===== config.mk =====
export PLATFORM = sky130hd
export DESIGN_NAME = seq_comparator
export DESIGN_NICKNAME = d
export VERILOG_FILES = /design/src/rtl/cmp_pkg.sv /design/src/rtl/seq_comparator_chunk_cmp.sv /design/src/rtl/seq_comparator.sv
export SDC_FILE = /design/constraint.sdc
export NUM_CORES = 1
export LEC_CHECK = 0
export BUFFER_PORTS_ARGS = -buffer_cell sky130_fd_sc_hd__buf_2
export CORE_ASPECT_RATIO = 1.1
export CORE_MARGIN = 2
export CORE_UTILIZATION = 55
export CTS_BUF_LIST = sky130_fd_sc_hd__clkbuf_4 sky130_fd_sc_hd__clkbuf_8
export DETAILED_ROUTE_END_ITERATION = 10
export PLACE_DENSITY = 0.81
export SLEW_MARGIN = 20
export SYNTH_ARGS = -nofsm -noshare
export SYNTH_HDL_FRONTEND = slang
export SYNTH_HIERARCHICAL = 1
export SYNTH_SLANG_ARGS = --single-unit

===== constraint.sdc =====
create_clock -name clock -period 3.56 [get_ports clock]
set_input_delay 0.534 -clock clock [delete_from_list [all_inputs] [get_ports clock]]
set_output_delay 0.534 -clock clock [all_outputs]
set_load 0.01 [all_outputs]

===== src/rtl/cmp_pkg.sv =====
// Shared definitions for the sequential chunked comparator.
// Holds the controller state encoding and the default operand/chunk widths.
package cmp_pkg;

    localparam int DEFAULT_WIDTH = 32;
    localparam int DEFAULT_CHUNK = 8;

    typedef enum logic [1:0] {
        IDLE = 2'd0,
        CMP  = 2'd1,
        DONE = 2'd2
    } cmpState_t;

endpackage


===== src/rtl/seq_comparator_chunk_cmp.sv =====
// Combinational unsigned compare of one CHUNK-bit slice of each operand.
module chunk_cmp
    import cmp_pkg::*;
#(
    parameter int CHUNK = DEFAULT_CHUNK
) (
    input  logic [CHUNK-1:0] chunkA,
    input  logic [CHUNK-1:0] chunkB,
    output logic             isLt,
    output logic             isEq
);

    assign isLt = (chunkA < chunkB);
    assign isEq = (chunkA == chunkB);

endmodule


===== src/rtl/seq_comparator.sv =====
// Sequential magnitude comparator: examines one CHUNK-bit slice per cycle, MSB slice first.
// SEQ_CMP_EARLY_EXIT_EN defined: stop at the first differing slice; undefined: always scan all slices.
module seq_comparator
    import cmp_pkg::*;
#(
    parameter int WIDTH = DEFAULT_WIDTH,
    parameter int CHUNK = DEFAULT_CHUNK
) (
    input  logic             clock,
    input  logic             reset,
    input  logic             in_valid,
    output logic             in_ready,
    input  logic [WIDTH-1:0] data_operandA,
    input  logic [WIDTH-1:0] data_operandB,
    input  logic             signed_mode,
    output logic             out_valid,
    input  logic             out_ready,
    output logic             isLessThan,
    output logic             isNotEqual,
    output logic             isGreaterThan
);

    localparam int N  = WIDTH / CHUNK;
    localparam int KW = (N > 1) ? $clog2(N) : 1;
    // Flipping the sign bit maps two's-complement order onto unsigned order.
    localparam logic [WIDTH-1:0] SIGN_MASK = WIDTH'(1) << (WIDTH - 1);

    cmpState_t        state;
    logic [KW-1:0]    kReg;
    logic [WIDTH-1:0] opAReg;
    logic [WIDTH-1:0] opBReg;

    logic [CHUNK-1:0] chunkA [N];
    logic [CHUNK-1:0] chunkB [N];
    logic             chunkLt;
    logic             chunkEq;

    for (genvar gi = 0; gi < N; gi++) begin : gSlice
        assign chunkA[gi] = opAReg[gi*CHUNK +: CHUNK];
        assign chunkB[gi] = opBReg[gi*CHUNK +: CHUNK];
    end

    chunk_cmp #(
        .CHUNK (CHUNK)
    ) uChunkCmp (
        .chunkA (chunkA[kReg]),
        .chunkB (chunkB[kReg]),
        .isLt   (chunkLt),
        .isEq   (chunkEq)
    );

    assign in_ready = (state == IDLE);

    always_ff @(posedge clock or negedge reset) begin
        if (!reset) begin
            state         <= IDLE;
            kReg          <= '0;
            opAReg        <= '0;
            opBReg        <= '0;
            out_valid     <= 1'b0;
            isLessThan    <= 1'b0;
            isNotEqual    <= 1'b0;
            isGreaterThan <= 1'b0;
        end else begin
            case (state)
                IDLE: begin
                    if (in_valid) begin
                        opAReg        <= data_operandA ^ (signed_mode ? SIGN_MASK : '0);
                        opBReg        <= data_operandB ^ (signed_mode ? SIGN_MASK : '0);
                        kReg          <= KW'(N - 1);
                        isLessThan    <= 1'b0;
                        isNotEqual    <= 1'b0;
                        isGreaterThan <= 1'b0;
                        state         <= CMP;
                    end
                end
                CMP: begin
`ifdef SEQ_CMP_EARLY_EXIT_EN
                    if (!chunkEq) begin
                        isLessThan    <= chunkLt;
                        isGreaterThan <= !chunkLt;
                        isNotEqual    <= 1'b1;
                        out_valid     <= 1'b1;
                        state         <= DONE;
                    end else if (kReg == '0) begin
                        out_valid     <= 1'b1;
                        state         <= DONE;
                    end else begin
                        kReg <= kReg - 1'b1;
                    end
`else
                    // isNotEqual doubles as the "already decided" flag for the full scan.
                    if (!isNotEqual && !chunkEq) begin
                        isLessThan    <= chunkLt;
                        isGreaterThan <= !chunkLt;
                        isNotEqual    <= 1'b1;
                    end
                    if (kReg == '0) begin
                        out_valid <= 1'b1;
                        state     <= DONE;
                    end else begin
                        kReg <= kReg - 1'b1;
                    end
`endif
                end
                DONE: begin
                    if (out_ready) begin
                        out_valid <= 1'b0;
                        state     <= IDLE;
                    end
                end
                default: begin
                    state     <= IDLE;
                    out_valid <= 1'b0;
                end
            endcase
        end
    end

endmodule


Yosys cells after proc, flatten, opt, wreduce, memory -nomap -nowiden
Index checks and enable logic that the tools add are counted.

Register bits: 72. Input bits: 69. Word-level logic and storage cells: 59.

Magnitude comparators: 2. Bitwise logic cells: 4. Reduce and logical (&&, ||, !) cells: 12. Multiplexer cells: 24. Add/subtract/negate cells: 1. Eq/ne operators: 8.

Operators with widths (count): $xor A32 B32 Y32 (2); $bmux W8 S2 (2); $mux W32 (1); $mux W8 (4); $reduce_and A3 Y1 (4); $mux W2 (5); $ne A2 B2 Y1 const B (5); $eq A8 B8 Y1 (1); $lt A8 B8 Y1 (1); $mux W1 (6); $pmux W1 S2 (3); $pmux W2 S3 (1); $logic_not A2 Y1 (2); $pmux W2 S2 (1); $ge A3 B3 Y1 const B (1); $logic_not A1 Y1 (3); $not A2 Y3 (1); $pmux W1 S3 (1); $eq A2 B1 Y1 const B (1); $eq A2 B2 Y1 const B (1); $reduce_and A2 Y1 (1); $reduce_bool A2 Y1 (1); $sub A2 B1 Y2 const B (1); $logic_and A1 B1 Y1 (1); $not A1 Y1 (1).

Logic depth before layout (Yosys ltp)
Depth in word-level cells: 9. Depth in mapped cells: 11.

Hierarchy
Netlist, hierarchy kept.

Modules (own cells, without submodules): seq_comparator (cells each 198, area an instance 3173.0 sq um, instances 1); chunk_cmp (cells each 27, area an instance 214.0 sq um, instances 1).

Worst setup path after synthesis
Ideal clock, no wire load.

Path type: register to register. Start: register kReg[0]. End: register isGreaterThan. Setup slack: 0.918 ns. Required time: 3.439 ns. Library setup time: 0.121 ns. Arrival time: 2.521 ns. Cell stages (with the launch flop): 11. Period minus slack after synthesis: 2.642 ns. Path through: dfrtp_1 -> buf_2 -> buf_4 -> mux4_2 -> ha_1 -> nor2b_4 -> o211ai_2 -> a21oi_2 -> a2111oi_2 -> inv_1 -> a22o_1.

RTL lines: start: declaration (RTL line seq_comparator.sv:29) `logic [KW-1:0] kReg;`; start signal: assignment (RTL line seq_comparator.sv:70) `kReg <= KW'(N - 1);`; start signal: assignment (RTL line seq_comparator.sv:102) `kReg <= kReg - 1'b1;`; $not A2 Y3 (implied by the code) (*) (RTL line seq_comparator.sv:46, seq_comparator.sv:47); $bmux W8 S2 (on tied branches) (RTL line seq_comparator.sv:46, seq_comparator.sv:47); $mux W8 (on tied branches) (2 in a row) (RTL line seq_comparator.sv:46, seq_comparator.sv:47); $lt A8 B8 Y1 (*) (RTL line seq_comparator_chunk_cmp.sv:13) `assign isLt = (chunkA < chunkB);`; via chunkLt (RTL line seq_comparator.sv:35) `logic chunkLt;`; $logic_not A1 Y1 (*) (RTL line seq_comparator.sv:95) `isGreaterThan <= !chunkLt;`; $mux W1 (*) (RTL line seq_comparator.sv:93) `if (!isNotEqual && !chunkEq) begin`; $pmux W1 S2 (*) (RTL line seq_comparator.sv:65) `case (state)`; end signal: assignment (RTL line seq_comparator.sv:95); end: declaration (RTL line seq_comparator.sv:20) `output logic isGreaterThan`.

Mark *: on every way through the listed nets, which the timed path passes. The rest lies on a longest branch. The select of a mux whose other input is x is not followed. A chain may end at the register's enable or synchronous reset.

Worst setup path in the final report
Start: register kReg[1]. End: register isGreaterThan.

Word-level cells in the longest chain between the ends: 9.

Ends and longest elaborated chain: $not A2 Y3 (implied by the code) (*) (RTL line seq_comparator.sv:46, seq_comparator.sv:47); $bmux W8 S2 (on tied branches) (RTL line seq_comparator.sv:46, seq_comparator.sv:47); $mux W8 (on tied branches) (2 in a row) (RTL line seq_comparator.sv:46, seq_comparator.sv:47); $eq A8 B8 Y1 (*) (RTL line seq_comparator_chunk_cmp.sv:14) `assign isEq = (chunkA == chunkB);`; via chunkEq (RTL line seq_comparator.sv:36) `logic chunkEq;`; $logic_not A1 Y1 (*) (RTL line seq_comparator.sv:93); $logic_and A1 B1 Y1 (*) (RTL line seq_comparator.sv:93); $ne A2 B2 Y1 (no source line) (*); $reduce_and A3 Y1 (no source line) (*).

Marked as above.

==> impl_results.md <==
* Crit path cell chain: mux4_2, ha_1, nand4_1, nor2_1, nor4b_2, nor2_1, a22o_1
* Setup CP Type: reg -> reg
* Synth top area share at 53.2%
* Post-CTS Setup Inserts at 0
* H-tree levels at 3
* Peak VDD IR at around 0.56 mV
* CTS tree: done
* Most frequent cell after synthesis: dfrtp_1
* Syn Inst Count at 225
* Reg clk slew, reported paths at 80 ps
* ANT nets after route at 0
* Slew margin rel. at 45.3%
* Area grow syn2layout at 18.3%
* Core box area at 5880 um2
* FMAX at 0.374 GHz
* WP data arrival at 2910 ps
* Worst hold path class: in -> async
* Final setup viols at 0
* Gpl congestion at 0.781
* Post-synthesis sequential area ratio at 53.2%
* TritonCTS Buffers at 9
* Power per standard cell area at 966 nW/um2
* Maxcap violations at 0
* Io pins at 74
* Initial core utilization at 57.6%
* Fin worst setup slack at 888 ps
* Largest family of logic cells by synthesized area: multiplexers
* Number of detailed-route iterations in the first pass at 4
* Syn_nets at 303
* Tcrit/Tclk final at 75.1%
* XOR/XNOR Fraction of Synth Area at less than 1%
* I/O Buffers at 73
* Slew of the pin with the lowest slew margin at 820 ps
* Seq. cell area at 1800 um2
* YS warnings at 6
* Resized cells post-CTS at 0
* Final nets at 378
* Drt first-iter violations at 91
* Total Neg Setup Slack at 0 ps
* Mux contribution to synthesized area at around a third
* Critical Path Start Type: register
* Crit Path Max Fanout at 18
* Hold Slack at 195 ps
* Synthesized cell area at 3390 um2
* Drt wl/cell at approximately 16 um
* Total Power at 0.00387 W
* Post-Place Worst Slack at about 950 ps
* Adder-cell share of the synthesized area at 3.32%
* Antenna violations before repair at 0
* Fillers at 445
* Fin. Hold Viols at 0
* Via count at between 2000 and 2500
* Register-to-register setup slack at 890 ps
* Root buf cell: clkbuf_8
* FP Rows at 29
* Final slew viol count at 0
* Routed vias/inst at 5.51
* Synth Flop Type: dfrtp_1
* EDFF count, synth at 0
* Critical path data required time at 3790 ps
* Post-layout util at 68.2%
* Min Clock Period, post-route at 2670 ps
* Clock Latency Late Sink at 350 ps
* Skew final at 10.4 ps
* Clock sink count at 72
* Synth Register Bits at 72
* Compound-Gate Fraction of Synth Area at 3.62%
* Post-synth top cells: dfrtp_1 (72), mux2_2 (63), mux4_2 (16)
* Unrepaired setup endpoints after global routing: no
* Main area contributors after synthesis: dfrtp_1 (53%), mux2_2 (21%), mux4_2 (11%)
* Share of cells above drive strength 1 at 58.4%
* Final wirelength at 6140 um
* Cell variety after synth at 27
* Hold Buf Count CTS at 0
* Critical Path Most Common Cell: nor2_1
* Slowest-stage cell, CP: dfrtp_1
* Slowest stage delay, CP at 850 ps
* Leakage power at 1.83 nW
* Outcome: completed
* Simple-gate share of the synthesized area at 3.62%
* Vias in the first global route at 2120
* DRC viols at 0
* DIE WIDTH at 78.8 um
* Mean Syn Cell Area at around 15 um2
* Total GRT Usage at 19.9%
* Die area at 6800 um2
* CTS max path bufs at 2
* Critical path endpoint category: register
* Pin count of the biggest net entering global routing at between 60 and 70
* DP HPWL at 4440 um
* GR Overflow Total at 0
* First-pass GRT wire length at 10100 um
* # diodes at 0
* Die Span Y at approximately 86 um
* Ys async rst share at 100%
* Post-synth top area cell: dfrtp_1
* Multi-input gate area at 1460 um2
==> per-stage QoR <==
stage,cells,area [um2]
4_1_cts,382,4000
3_5_place_dp,366,3800
5_1_grt,382,4010
3_3_place_gp,366,3800
2_1_floorplan,225,3390
6_report,382,4010
==> worst max-delay path: cells and delay by family (launching register included) <==
| family | cells | cell delay (ps) |
|---|---|---|
| and+or+nand+nor | 4 | 720 |
| AOI/OAI and AO/OA | 1 | 210 |
| muxes | 1 | 410 |
| adders and majority gates | 1 | 360 |
| DFF | 1 | 850 |
==> report_power, final <==
part | internal, W | switching, W | leakage, nW
registers | 0.00124 | 0.000284 | 0.848
logic | 0.00102 | 0.000668 | 0.884
clock network | 0.000359 | 0.000304 | 0.101
==> cells in the final DEF, fill, tap and decap left out, drive strengths merged, types with 3 or more instances in the layout <==
master	count
a21oi	6
a22o	3
buf	77
clkbuf	11
dfrtp	72
ha	9
inv	13
mux2	63
mux4	16
nor2	11
==> flip-flops by register name, summed over array words and instances (netlist names) <==
name and flops:
isGreaterThan 1, isLessThan 1, isNotEqual 1, kReg 2
opAReg 32, opBReg 32, out_valid 1, state 2
==> final timing paths <==
| check | startpoint | endpoint | depth (start not counted) |
|---|---|---|---|
| min in group clock | data_operandA[20] | opAReg[20]$_DFFE_PN0P_ | 2 |
| hold reg to reg | isLessThan$_DFFE_PN0P_ | isLessThan$_DFFE_PN0P_ | 1 |
| hold / removal | reset | opAReg[6]$_DFFE_PN0P_ | 1 |
| setup / recovery | kReg[1]$_DFFE_PN0P_ | isGreaterThan$_DFFE_PN0P_ | 7 |
| setup reg to reg | kReg[1]$_DFFE_PN0P_ | isGreaterThan$_DFFE_PN0P_ | 7 |
| max in group asynchronous | reset | opBReg[17]$_DFFE_PN0P_ | 2 |
==> final cells by class <==
class | instances | share of cell area (%)
multi-input cells | 127 | 36.3
inverters | 13 | 1.22
repair buffers | 77 | 9.93
clock inverters | 5 | 1.37
well taps | 77 | 2.40
clock buffers | 11 | 3.78
flip-flops and latches | 72 | 45.0
==> per-layer routing <==
| layer | GRT usage [%] | vias to the layer above | routed length [um] |
|---|---|---|---|
| met5 | 0 | - | 0 |
| met3 | 6.67 | 14 | 295 |
| met1 | 25.6 | 1061 | 2580 |
| met4 | 7.05 | 0 | 141 |
| met2 | 31.9 | 57 | 3130 |
| li1 | - | 971 | - |
==> cell families (layout without fill, tap and decap cells) <==
| kind of cell | after synthesis | after routing |
|---|---|---|
| AOI/OAI and AO/OA | 16 | 16 |
| xor gates and xnor gates | 2 | 2 |
| adders and majority gates | 9 | 9 |
| buffers and inverters | 26 | 106 |
| DFF | 72 | 72 |
| muxes | 80 | 80 |
| and+or+nand+nor | 20 | 20 |
Power figures use the tool's default switching activity.
